[src/rtl/rv32i_sim_ctrl.sv]
// rv32i_sim_ctrl: sequences core reset, counts run cycles/retires, detects tohost termination and timeout
module rv32i_sim_ctrl #(
  parameter int unsigned RESET_CYCLES   = 4,
  parameter int unsigned MAX_CYCLES     = 100000,
  parameter logic [31:0] TOHOST_ADDR    = 32'h0000_01FC,
  parameter int unsigned CNT_W          = 32,
  parameter bit          FREEZE_ON_DONE = 1'b1
) (
  input  logic             clk,
  input  logic             rst_n,
  output logic             core_rst_n,
  input  logic             mem_we,
  input  logic [31:0]      mem_addr,
  input  logic [31:0]      mem_wdata,
  input  logic             retire_valid,
  output logic             done,
  output logic             pass,
  output logic             timeout,
  output logic [30:0]      exit_code,
  output logic [CNT_W-1:0] cycle_count,
  output logic [CNT_W-1:0] retire_count
);
  typedef enum logic [1:0] {RESET, RUN, DONE} state_t;
  localparam int RW = RESET_CYCLES > 1 ? $clog2(RESET_CYCLES) : 1;
  localparam logic [CNT_W-1:0] ONES = '1;
  state_t state;
  logic [RW-1:0] rst_cnt;
  logic term, tmo;
  assign term = mem_we && mem_addr == TOHOST_ADDR && mem_wdata[0];
  // compared at 64 bits so a limit beyond the counter range can never alias
  assign tmo = MAX_CYCLES != 0 && 64'(cycle_count) == 64'(MAX_CYCLES) - 64'd1;
  always_ff @(posedge clk) begin
    if (!rst_n) begin
      state        <= RESET;
      rst_cnt      <= '0;
      core_rst_n   <= 1'b0;
      done         <= 1'b0;
      pass         <= 1'b0;
      timeout      <= 1'b0;
      exit_code    <= '0;
      cycle_count  <= '0;
      retire_count <= '0;
    end else begin
      case (state)
        RESET: begin
          rst_cnt <= rst_cnt + 1'b1;
          if (rst_cnt == RW'(RESET_CYCLES - 1)) begin
            state      <= RUN;
            core_rst_n <= 1'b1;
          end
        end
        RUN: begin
          cycle_count <= cycle_count == ONES ? cycle_count : cycle_count + 1'b1;
          if (retire_valid && retire_count != ONES) retire_count <= retire_count + 1'b1;
          if (term) begin
            exit_code <= mem_wdata[31:1];
            pass      <= mem_wdata[31:1] == 31'd0;
            done      <= 1'b1;
            state     <= DONE;
          end else if (tmo) begin
            timeout <= 1'b1;
            done    <= 1'b1;
            state   <= DONE;
          end
        end
        DONE: core_rst_n <= !FREEZE_ON_DONE;
        default: state <= RESET;
      endcase
    end
  end
endmodule

[config.mk]
export PLATFORM = sky130hd
export DESIGN_NAME = rv32i_sim_ctrl
export DESIGN_NICKNAME = d
export VERILOG_FILES = /design/src/rtl/rv32i_sim_ctrl.sv
export SDC_FILE = /design/constraint.sdc
export NUM_CORES = 1
export LEC_CHECK = 0
export CORE_MARGIN = 4
export CORE_UTILIZATION = 56
export DETAILED_ROUTE_END_ITERATION = 16
export DONT_BUFFER_PORTS = 1
export PLACE_DENSITY = 0.68
export SYNTH_ARGS = -nofsm -noshare
export SYNTH_HDL_FRONTEND = slang
export SYNTH_SLANG_ARGS = --single-unit
[constraint.sdc]
create_clock -name clk -period 3 [get_ports clk]
set_input_delay 0.6 -clock clk [delete_from_list [all_inputs] [get_ports clk]]
set_output_delay 0.6 -clock clk [all_outputs]
set_load 0.05 [all_outputs]
After elaboration in Yosys (flattened, before gate mapping)
Index checks and enable logic that the tools add are counted.
{ "totals": {"ff_bits": 103, "latch_bits": 0, "ram_bits": 0, "mem_bits_ro": 0, "input_bits": 68, "out_inout_bits": 99, "word_cells": 46, "n_memories": 0} }
{ "op_classes": {"addsub": 3, "n_mul": 0, "div": 0, "order_cmp": 0, "n_eq_ne": 9, "n_shift": 0, "n_mux": 8, "n_bitwise": 3, "reduce_logical": 14} }
{ "ops": {"columns": ["cell", "n"], "rows": [
  ["$add 32x1->32 const B", 2],
  ["$eq 32x17->1 const B", 1],
  ["$eq 32x32->1 const B", 1],
  ["$eq 32x9->1 const B", 1],
  ["$ne 32x32->1 const B", 1],
  ["$logic_not 31->1", 1],
  ["$reduce_and 2->1", 5],
  ["$mux 2", 3],
  ["$pmux 2 s3", 1],
  ["$reduce_and 3->1", 2],
  ["$eq 2x2->1 const B", 2],
  ["$reduce_bool 2->1", 2],
  ["$logic_and 1x1->1", 3],
  ["$mux 1", 3],
  ["$ne 3x3->1 const B", 1],
  ["$not 1->1", 3],
  ["$add 2x1->2 const B", 1],
  ["$eq 2x1->1 const B", 1],
  ["$logic_not 2->1", 1],
  ["$ne 2x2->1 const B", 1],
  ["$pmux 1 s2", 1]
]} }

Longest topological paths before layout
Gate-level depths: netlist (run 1).
{ "depth": {"depth_word": 5, "ltp_mapped": 8, "depth_no_buf": 6} }

Least setup slack after synthesis (run 1)
OpenSTA, ideal clock, no wires.
{ "synth_timing": {"kind": "register to register", "from": "register cycle_count[0]", "to": "register cycle_count[4]", "setup_time_ps": 119, "arrival_ps": 2575, "t_required_ps": 2881, "path_slack_ps": 306, "stages_incl_launch_ff": 9, "path_buffers": 2, "synth_period_minus_slack_ps": 2694, "path_cell_list": "dfxtp_1 ha_1 nand3_1 nor4_1 a31o_2 clkbuf_1 buf_2 nor4_1 o21bai_1"} }
{ "synth_between": {"elab_chain_len": 3, "word_cells_on_any_way": 4, "classes_between": "1 x add/sub; 1 x eq/ne; 1 x bitwise; 1 x reduce/logical"} }
{ "synth_rtl": {"columns": ["item", "line", "text"], "rows": [
  ["start, declared", "20", "output logic [CNT_W-1:0] cycle_count,"],
  ["start signal, assigned", "53", "cycle_count <= cycle_count == ONES ? cycle_count : cycle_count + 1'b1;"],
  ["parallel branches: the longest is 3 deep, another holds $add 32x1->32", null, null]
]} }
Parallel ways; which one is timed is not known.
A chain may end at the register's enable or synchronous reset.

Worst setup path after layout (run 1)
{ "layout_timing": {"from": "register retire_count[26]", "to": "register retire_count[17]"} }
{ "layout_between": {"elab_chain_len": 3} }
{ "layout_rtl": {"columns": ["item", "line", "text"], "rows": [
  ["start, declared", "21", "output logic [CNT_W-1:0] retire_count"],
  ["start signal, assigned", "54", "if (retire_valid && retire_count != ONES) retire_count <= retire_count + 1'b1;"],
  ["$ne 32x32->1", "54", null],
  ["$logic_and 1x1->1", "54", null],
  ["$reduce_and 2->1 (no line)", null, null]
]} }
Every way passes these cells.

==> impl_metrics.json, run 1 <==
{
  "p_leak_nw": 1.91,
  "fin_setup_tns_ps": 0,
  "drtPass1Iterations": 4,
  "final_period_minus_worst_setup_slack_ps": 2510,
  "yosys.area.top_type_share": 0.426,
  "timing.final.max_slew_violations": 0,
  "timing.critical_path.required_ps": 3280,
  "hold_path.class": "input pin to flop",
  "floorplan.die_area_um2": 10200,
  "synth.yosys.seq_area_share": 0.426,
  "crit_path_cell_trace": "nand2_1, nor3_1, nand3_1, and4_1, mux2i_1",
  "initial_antenna_violation_count": 0,
  "post-dp-hpwl_um": 9020,
  "detailedRoute.firstIterationViolations": 192,
  "share_of_cells_above_drive_strength_1": 0.131,
  "final_core_util": 0.659,
  "timing.max_cap.violations": 0,
  "whs_ps": 371,
  "die_h_um": 101,
  "largest_fanout_on_the_critical_path": 8,
  "total_clock_buffers_created_by_cts": 9,
  "port-buffer-count": 0,
  "library_cell_contributing_the_largest_single_delay_on_the_critical_path": "sky130_fd_sc_hd__dfxtp_1",
  "yosys.cell_types.count": 50,
  "ctsLongestPathBuffers": 2,
  "avgSynthCellArea_um2": 8.66,
  "timing_worst_slew_pin_value_ps": 769,
  "clock.fmax_mhz": 399,
  "dp.cells": 690,
  "ys_ff_latch": 103,
  "critical_path_buf_inv_count": 0,
  "critical-path-top-delay-family": "simple AND/OR/NAND/NOR gates",
  "timing.setup.critical_path_class": "flop to flop",
  "totalWireLength_um": 12000,
  "residual_drc": 0,
  "number_of_hold_repair_buffers_added_at_the_cts_stage": 0,
  "cts.htree.levels": 3,
  "fp.coreArea_um2": 8300,
  "clock_tree_from_tritoncts": "yes",
  "cts_setup_buffers": 0,
  "clock_insertion_delay_worst_skew_ps": 360,
  "power.density_nw_per_um2": 430,
  "grt_util_all_layers": 0.235,
  "vias_per_cell": 6.08,
  "final_layout_net_count": 667,
  "grt_max_degree": 51,
  "final_cells": 706,
  "final_min_period_over_clock_period": 0.835,
  "max-slew-margin-rel": 0.487,
  "power.ir.vdd_worst_mv": 0.296,
  "critical_path.startpoint_type": "flop",
  "place_congestion": 0.878,
  "first_global_vias": 4099,
  "detail-route-antenna-nets": 0,
  "dpl_cell_area_um2": 5260,
  "final_cell_area_um2": 5470,
  "post_cts_resized": 0,
  "grt_setup_unrepaired": "false",
  "crit_path_max_incr_delay_ps": 720,
  "critical_path.endpoint_type": "flop",
  "status": "finished clean",
  "synthesis.area_um2": 4840,
  "synthesis.instances": 559,
  "row_count": 33,
  "wl_per_cell_um": 17.0,
  "area_growth_from_synthesis_to_layout_pct": 13.0,
  "finalSetupViolations": 0,
  "synthesis.nets": 630,
  "boundary_pins": 167,
  "synth_top_cell_by_area": "sky130_fd_sc_hd__dfxtp_1",
  "detailroute.via_count": 4289,
  "yosys-top-cells-area": "sky130_fd_sc_hd__dfxtp_1, sky130_fd_sc_hd__mux2i_1, sky130_fd_sc_hd__nor2_1",
  "grt_pass1_wl_um": 19600,
  "synth.yosys.warnings": 0,
  "clock_tree.root_cell": "sky130_fd_sc_hd__clkbuf_8",
  "cts.sink_count": 103,
  "antenna_cells_inserted": 0,
  "arrival_ps": 2780,
  "timing.clock.skew_ps": 17.0,
  "clkSlewWorstSetupHoldPaths_ps": 110,
  "floorplan.initialDensity": 0.583,
  "final-hold-violation-count": 0,
  "die_w_um": 101,
  "grt.overflow.total": 0
}
worst paths after layout:
check,end,depth (start not counted),start,slack [ps]
min reg2reg,rst_cnt[1]$_SDFFE_PN0N_,2,rst_cnt[1]$_SDFFE_PN0N_,510
max,retire_count[17]$_SDFFE_PN0P_,5,retire_count[26]$_SDFFE_PN0P_,490
min,cycle_count[10]$_SDFFE_PN0P_,1,rst_n,370
max reg2reg,retire_count[17]$_SDFFE_PN0P_,5,retire_count[26]$_SDFFE_PN0P_,490
metrics by stage:
step | power [mW] | setup WS (ps)
final | 2.35 | 495
after global routing | 2.45 | 239
after CTS | 2.38 | 509
after detailed placement | 1.52 | 521
after global placement | 1.51 | 602
after floorplan | 1.50 | 306
Yosys cell counts (all sizes together):
cell,instances
a31o,2
xnor2,9
nor2,58
dfxtp,103
nor4b,5
nor3b,1
o31a,1
and3,7
and3b,1
or2,1
a31oi,2
o41ai,1
and4b,2
buf,6
o211ai,2
o21a,2
xor2,4
nand3b,1
nand3,28
nand2,50
or3,18
a21boi,1
nor2b,3
or4,14
ha,3
a21oi,28
and4,11
nor4,21
a211o,1
a211oi,6
nor4bb,1
clkbuf,20
inv,6
clkinv,1
o21bai,2
or4b,1
o21ai,18
nand2b,19
a2111oi,3
nor3,11
and2,3
o31ai,11
nand4,22
mux2i,49
cells by family (layout without fill, tap and decap cells):
logic type                 count (synthesis)  in the layout  share of synthesized area
and+or+nand+nor                          278            278                      0.312
adders and majority gates                  3              3                    0.00776
buffers and inverters                     33             75                     0.0269
DFF                                      103            103                      0.426
AOI/OAI and AO/OA                         80             80                      0.102
xor gates and xnor gates                  13             13                     0.0235
muxes                                     49             49                      0.101
cell usage in the layout, fill, tap and decap left out, types with 4 or more instances in the layout:
cell type	n
sky130_fd_sc_hd__and3_1	7
sky130_fd_sc_hd__a211oi_1	6
sky130_fd_sc_hd__o21ai_0	18
sky130_fd_sc_hd__nand3_1	28
sky130_fd_sc_hd__mux2i_1	49
sky130_fd_sc_hd__and4_1	10
sky130_fd_sc_hd__xnor2_1	9
sky130_fd_sc_hd__clkbuf_8	9
sky130_fd_sc_hd__nor2_1	58
sky130_fd_sc_hd__or4_1	12
sky130_fd_sc_hd__nor4_1	20
sky130_fd_sc_hd__nand2b_1	19
sky130_fd_sc_hd__xor2_1	4
sky130_fd_sc_hd__o31ai_1	11
sky130_fd_sc_hd__inv_1	6
sky130_fd_sc_hd__nor3_1	11
sky130_fd_sc_hd__a21oi_1	28
sky130_fd_sc_hd__nand4_1	21
sky130_fd_sc_hd__nand2_1	50
sky130_fd_sc_hd__dfxtp_1	103
sky130_fd_sc_hd__or3_1	17
sky130_fd_sc_hd__buf_4	52
sky130_fd_sc_hd__nor4b_1	5
flip-flops by register name, summed over array words and instances, names as in the netlist:
| signal | flops |
|---|---|
| core_rst_n | 1 |
| cycle_count | 32 |
| done | 1 |
| exit_code | 31 |
| pass | 1 |
| retire_count | 32 |
| rst_cnt | 2 |
| state | 2 |
| timeout | 1 |
layer usage:
| metal | up-vias | global-route usage | part of all wire |
|---|---|---|---|
| li1 | 2133 | - | - |
| met1 | 2007 | 0.302 | 0.41 |
| met2 | 140 | 0.379 | 0.49 |
| met3 | 9 | 0.0713 | 0.094 |
| met4 | 0 | 0.0726 | 0.0079 |
| met5 | - | 0 | 0 |
area by class of cell:
| cell class | count | area, um2 |
|---|---|---|
| clock buffer | 9 | 124 |
| clock inverter | 7 | 81.3 |
| fill | 725 | 2830 |
| inverter | 7 | 26.3 |
| multi-input combinational | 423 | 2650 |
| sequential | 103 | 2060 |
| tap | 105 | 131 |
| timing repair buffer | 52 | 390 |
where the power goes:
group          internal [mW]  total (mW)  switching (mW)
registers               1.38        1.39          0.0156
clock network          0.335       0.867           0.532
logic                 0.0313      0.0922          0.0609
Note: power is estimated with default switching activity, not from simulation.
==> run 2: changes to the inputs <==
--- a/config.mk
+++ b/config.mk
@@ -9,7 +9,7 @@
 export CORE_UTILIZATION = 56
 export DETAILED_ROUTE_END_ITERATION = 16
 export DONT_BUFFER_PORTS = 1
-export PLACE_DENSITY = 0.68
+export PLACE_DENSITY = 0.71
 export SYNTH_ARGS = -nofsm -noshare
 export SYNTH_HDL_FRONTEND = slang
 export SYNTH_SLANG_ARGS = --single-unit
==> constraint.sdc (replaced) <==
create_clock -name clk -period 2.2 [get_ports clk]
set_input_delay 0.44 -clock clk [delete_from_list [all_inputs] [get_ports clk]]
set_output_delay 0.44 -clock clk [all_outputs]
set_load 0.05 [all_outputs]
==> run 2 against run 1 <==
  * Clock power grew 37%
  * Worst hold slack got worse by 170 ps
  * Die area unchanged
  * Combinational power rose by 44%
==> impl_metrics.json, run 2 (synthesis gave the netlist of run 1 again) <==
{
  "grt.overflow.total": 0,
  "boundary_pins": 167,
  "timing.clock.skew_ps": 11.9,
  "cts_setup_buffers": 0,
  "share_of_cells_above_drive_strength_1": 0.244,
  "worst_hold_startpoint": "rst_n",
  "clkSlewWorstSetupHoldPaths_ps": 110,
  "crit_path_cell_trace": "buf_4, and4_2, nand4_1, nor2_1, or4b_2, a21oi_1",
  "cts.sink_count": 103,
  "fp.coreArea_um2": 8300,
  "status": "finished clean",
  "power.density_nw_per_um2": 551,
  "final_min_period_over_clock_period": 0.948,
  "reg2regPathDepth": 6,
  "post-place-ws_ps": 127,
  "wl_per_cell_um": 17.6,
  "totalPowerFinal_mw": 3.21,
  "clock.fmax_mhz": 480,
  "detailedRoute.firstIterationViolations": 193,
  "largest_fanout_on_the_critical_path": 7,
  "layout_top_registers": "cycle_count: 32 flops, retire_count: 32 flops, exit_code: 31 flops",
  "max-slew-margin-rel": 0.577,
  "row_count": 33,
  "dpl_cell_area_um2": 5600,
  "timing_worst_slew_pin_value_ps": 633,
  "area_growth_from_synthesis_to_layout_pct": 20.2,
  "clock_tree.root_cell": "sky130_fd_sc_hd__clkbuf_8",
  "place_congestion": 0.898,
  "library_cell_contributing_the_largest_single_delay_on_the_critical_path": "sky130_fd_sc_hd__or4b_2",
  "critical_path.endpoint_type": "flop",
  "finalSetupViolations": 0,
  "power.ir.vdd_worst_mv": 0.574,
  "n_fill_cell": 659,
  "whs_ps": 204,
  "die_w_um": 101,
  "floorplan.die_area_um2": 10200,
  "port-buffer-count": 0,
  "final_cell_area_um2": 5810,
  "worst_hold_path.endpoint": "retire_count[19]$_SDFFE_PN0P_",
  "first_global_vias": 4410,
  "detailed_route_wirelength_on_metal3_um": 1130,
  "detailroute.via_count": 4475,
  "routedLengthMet1_um": 5280,
  "most_common_cell_after_layout_fill_and_taps_aside": "sky130_fd_sc_hd__buf_4",
  "timing.critical_path.required_ps": 2490,
  "post-dp-hpwl_um": 9620,
  "p_leak_nw": 2.07,
  "number_of_hold_repair_buffers_added_at_the_cts_stage": 0,
  "ctsLongestPathBuffers": 2,
  "hold_depth": 2,
  "timing.final.max_slew_violations": 0,
  "grt_setup_unrepaired": "false",
  "regToRegStartpoint": "cycle_count[6]$_SDFFE_PN0P_",
  "detail-route-antenna-nets": 0,
  "post_cts_resized": 0,
  "die_h_um": 101,
  "fin_setup_tns_ps": 0,
  "final-hold-violation-count": 0,
  "antenna_cells_inserted": 0,
  "drtPass1Iterations": 5,
  "totalWireLength_um": 12900,
  "total_clock_buffers_created_by_cts": 9,
  "grt_pass1_wl_um": 20600,
  "floorplan.initialDensity": 0.583,
  "timing.max_cap.violations": 0,
  "arrival_ps": 2370,
  "reg2reg_slack_ps": 120,
  "crit-reg2reg-capture": "cycle_count[15]$_SDFFE_PN0P_",
  "clock_insertion_delay_worst_skew_ps": 370,
  "route.top_layer_used": "met4",
  "grt_util_all_layers": 0.247,
  "layout_common_cells": "sky130_fd_sc_hd__buf_4, sky130_fd_sc_hd__dfxtp_1, sky130_fd_sc_hd__nor2_1, sky130_fd_sc_hd__nand2_1, sky130_fd_sc_hd__mux2i_1",
  "crit_path_max_incr_delay_ps": 590,
  "initial_antenna_violation_count": 0,
  "residual_drc": 0,
  "cts.htree.levels": 3,
  "clock_tree_from_tritoncts": "yes",
  "crit_start": "cycle_count[6]$_SDFFE_PN0P_",
  "postLayoutSetupSlackWorst_ps": 115,
  "timing.setup.critical_path_class": "flop to flop",
  "final_layout_net_count": 693,
  "critical_path_buf_inv_count": 1,
  "grt_max_degree": 51,
  "critical_path.startpoint_type": "flop",
  "final_period_minus_worst_setup_slack_ps": 2080,
  "vias_per_cell": 6.11,
  "hold_path.class": "input pin to flop",
  "met2WireLength_um": 6270,
  "critical-path-top-delay-family": "simple AND/OR/NAND/NOR gates"
}
## run 2: cell count changes in the layout (fill, tap and decap cells not counted), moves of 15 or more
| cell | delta |
|---|---|
| sky130_fd_sc_hd__buf_4 | +25 |
| sky130_fd_sc_hd__dfxtp_2 | +27 |
| sky130_fd_sc_hd__dfxtp_1 | -42 |
| sky130_fd_sc_hd__dfxtp_4 | +15 |
## run 2: where the power goes
group,internal [mW],switching [mW],total [mW]
logic,0.0468,0.0863,0.133
clock network,0.449,0.739,1.19
registers,1.86,0.0210,1.88
## run 2: stage by stage
stage | utilization | instances
3_5_place_dp | 0.675 | 716
2_1_floorplan | - | 559
6_report | 0.701 | 732
5_1_grt | 0.701 | 732
3_3_place_gp | 0.675 | 716
4_1_cts | 0.699 | 732
## run 2: worst max path at each step
stage	depth (start not counted)	endpoint	slack, ps
floorplan	7	cycle_count[26]$_SDFFE_PN0P_	-2
global placement	6	cycle_count[15]$_SDFFE_PN0P_	190
detailed placement	6	retire_count[28]$_SDFFE_PN0P_	130
CTS	5	cycle_count[26]$_SDFFE_PN0P_	90
global route	6	cycle_count[15]$_SDFFE_PN0P_	3
finish	6	cycle_count[15]$_SDFFE_PN0P_	120
## run 2: per-layer routing
layer | global-route usage | vias up
li1 | - | 2184
met1 | 0.306 | 2127
met2 | 0.413 | 147
met3 | 0.0775 | 17
met4 | 0.0716 | 0
met5 | 0 | -
## run 2: area by class of cell
cell class                 instances  area [um2]  area share
multi-input combinational        423        2710       0.465
clock inverter                     7        77.6      0.0133
tap                              105         131      0.0226
sequential                       103        2150       0.370
inverter                           7        26.3     0.00452
timing repair buffer              78         598       0.103
clock buffer                       9         124      0.0213
## run 2: worst reg2reg max path, delay by kind of cell (launching register included)
kind | cells | cell delay, ps
and+or+nand+nor | 4 | 1230
DFF | 1 | 370
buffers and inverters | 1 | 230
AOI/OAI and AO/OA | 1 | 180
==> run 3: changes to the inputs <==
--- a/config.mk
+++ b/config.mk
@@ -7,9 +7,11 @@
 export LEC_CHECK = 0
 export CORE_MARGIN = 4
 export CORE_UTILIZATION = 56
+export CTS_BUF_LIST = sky130_fd_sc_hd__clkbuf_2
 export DETAILED_ROUTE_END_ITERATION = 16
 export DONT_BUFFER_PORTS = 1
 export PLACE_DENSITY = 0.71
+export RECOVER_POWER = 25
 export SYNTH_ARGS = -nofsm -noshare
 export SYNTH_HDL_FRONTEND = slang
 export SYNTH_SLANG_ARGS = --single-unit
==> run 3 against run 2 <==
  * Sequential share of layout area is 1.1 points lower
  * Total power shrank 6.6%
  * Critical path type unchanged
  * Clock skew rose by 16 ps
  * Combinational power is 48% higher
  * Worst hold slack lost 170 ps
  * Sequential cell count is the same
  * Worst setup slack worse by 23 ps
  * Non-clock buffer count grew 32
  * Critical path depth unchanged
  * Die area unchanged
  * Largest power group unchanged
  * Sequential power hardly changed
  * Clock power decreased by 24%
  * Largest cell class unchanged
==> impl_metrics.json, run 3 (synthesis gave the netlist of run 1 again) <==
{
  "die_h_um": 101,
  "post-dp-hpwl_um": 9620,
  "use_met3": 0.0740,
  "clock_tree_from_tritoncts": "yes",
  "status": "finished clean",
  "layout_top_registers": "cycle_count: 32 flops, retire_count: 32 flops, exit_code: 31 flops",
  "max-slew-margin-rel": 0.527,
  "power.density_nw_per_um2": 500,
  "final_cell_area_um2": 5980,
  "grt_util_all_layers": 0.266,
  "crit_path_max_incr_delay_ps": 510,
  "floorplan.initialDensity": 0.583,
  "timing.final.max_slew_violations": 0,
  "timing.critical_path.required_ps": 2720,
  "port-buffer-count": 0,
  "crit_path_cell_trace": "ha_1, and4_1, nand3_1, or3_4, or4_1, a21oi_1",
  "totalPowerFinal_mw": 2.99,
  "grt_pass1_wl_um": 22000,
  "timing.setup.critical_path_class": "flop to flop",
  "grt.overflow.total": 0,
  "final-hold-violation-count": 0,
  "largest_fanout_on_the_critical_path": 7,
  "place_congestion": 0.898,
  "hold_path.class": "input pin to flop",
  "cts.htree.levels": 3,
  "ctsLongestPathBuffers": 2,
  "first_global_vias": 4561,
  "wl_per_cell_um": 18.0,
  "drtPass1Iterations": 5,
  "final_cells": 764,
  "clock_insertion_delay_worst_skew_ps": 580,
  "p_leak_nw": 2.14,
  "total_clock_buffers_created_by_cts": 9,
  "critical_path.endpoint_type": "flop",
  "timing.max_cap.violations": 0,
  "initial_antenna_violation_count": 0,
  "most_common_cell_after_layout_fill_and_taps_aside": "sky130_fd_sc_hd__dfxtp_1",
  "grt_max_degree": 48,
  "detailedRoute.firstIterationViolations": 273,
  "residual_drc": 0,
  "dp.cells": 716,
  "final_min_period_over_clock_period": 0.958,
  "boundary_pins": 167,
  "die_w_um": 101,
  "antenna_cells_inserted": 0,
  "final_core_util": 0.721,
  "floorplan.die_area_um2": 10200,
  "dpl_cell_area_um2": 5600,
  "final_layout_net_count": 725,
  "share_of_cells_above_drive_strength_1": 0.225,
  "library_cell_contributing_the_largest_single_delay_on_the_critical_path": "sky130_fd_sc_hd__or4_1",
  "arrival_ps": 2620,
  "whs_ps": 34.1,
  "final_period_minus_worst_setup_slack_ps": 2110,
  "row_count": 33,
  "clkSlewWorstSetupHoldPaths_ps": 290,
  "power.ir.vdd_worst_mv": 0.352,
  "timing.clock.skew_ps": 27.7,
  "timing_worst_slew_pin_value_ps": 709,
  "detailroute.via_count": 4606,
  "area_growth_from_synthesis_to_layout_pct": 23.6,
  "finalSetupViolations": 0,
  "vias_per_cell": 6.03,
  "grt.met2_usage": 0.455,
  "totalWireLength_um": 13800,
  "detail-route-antenna-nets": 0,
  "globalRouteMet1Util": 0.325,
  "fp.coreArea_um2": 8300,
  "clock_tree.root_cell": "sky130_fd_sc_hd__clkbuf_2",
  "grt_setup_unrepaired": "false",
  "cts.sink_count": 103,
  "clock.fmax_mhz": 474,
  "layout_common_cells": "sky130_fd_sc_hd__dfxtp_1, sky130_fd_sc_hd__nor2_1, sky130_fd_sc_hd__nand2_1, sky130_fd_sc_hd__mux2i_1, sky130_fd_sc_hd__clkbuf_2",
  "critical_path.startpoint_type": "flop",
  "busiest_layer_in_global_routing": "met2"
}
==> run 3: changes by cell type in the layout (fill, tap and decap cells not counted) <==
cell / delta
sky130_fd_sc_hd__buf_12: +1
sky130_fd_sc_hd__a2111oi_0: -1
sky130_fd_sc_hd__dfxtp_1: +2
sky130_fd_sc_hd__nand3_2: +1
sky130_fd_sc_hd__buf_4: -40
sky130_fd_sc_hd__dfxtp_2: -2
sky130_fd_sc_hd__dlygate4sd3_1: +31
sky130_fd_sc_hd__clkbuf_8: -9
sky130_fd_sc_hd__nand3_1: -1
sky130_fd_sc_hd__clkbuf_2: +41
sky130_fd_sc_hd__clkbuf_1: +5
sky130_fd_sc_hd__buf_6: +3
sky130_fd_sc_hd__a2111oi_1: +1
==> run 3: final timing paths <==
path                                                      end                         start  cells past startpoint  slack, ps
worst min register to register        rst_cnt[1]$_SDFFE_PN0N_       rst_cnt[1]$_SDFFE_PN0N_                      2        510
worst max register to register  retire_count[30]$_SDFFE_PN0P_  retire_count[1]$_SDFFE_PN0P_                      6         90
worst min-delay path               exit_code[24]$_SDFFE_PN0P_                 mem_wdata[25]                      2         30
worst max-delay path            retire_count[30]$_SDFFE_PN0P_  retire_count[1]$_SDFFE_PN0P_                      6         90
==> run 3: worst max-delay path: cells and delay by family (launching register included) <==
kind / cells / cell delay, ps
AO/OA/AOI/OAI: 1 / 170
flip-flops: 1 / 420
AND/OR/NAND/NOR: 4 / 1300
adder cells (fa/ha/maj): 1 / 190
==> run 3: routing by layer <==
layer | up-vias | wire (um)
met4 | 0 | 243
met3 | 24 | 1140
li1 | 2253 | -
met5 | - | 0
met2 | 155 | 6940
met1 | 2174 | 5440
==> run 3: cell type report <==
cell class	instances	area, um2
clock buffer	9	45.0
fill	640	2320
sequential	103	2150
clock inverter	7	77.6
multi-input combinational	423	2710
tap	105	131
timing repair buffer	110	841
inverter	7	26.3
==> run 3: power breakdown <==
part	switching, mW	internal, mW
combinational	0.111	0.0863
sequential	0.0210	1.87
clock	0.711	0.190
==> run 3: metrics by stage <==
| step | TNS (ps) | setup WS, ps |
|---|---|---|
| after global routing | 0 | 5.81 |
| final | 0 | 91.9 |
| after CTS | 0 | 69.4 |
| after global placement | 0 | 186 |
| after detailed placement | 0 | 127 |
| after floorplan | -2.50 | -2.50 |
==> run 3: repair_timing <==
action / CTS / global route
resized for setup: 0 / 8
hold buffers: 31 / 1
setup endpoints to repair: 0 / 9
endpoints found under the hold margin: 56 / 1
setup buffers: 0 / 0
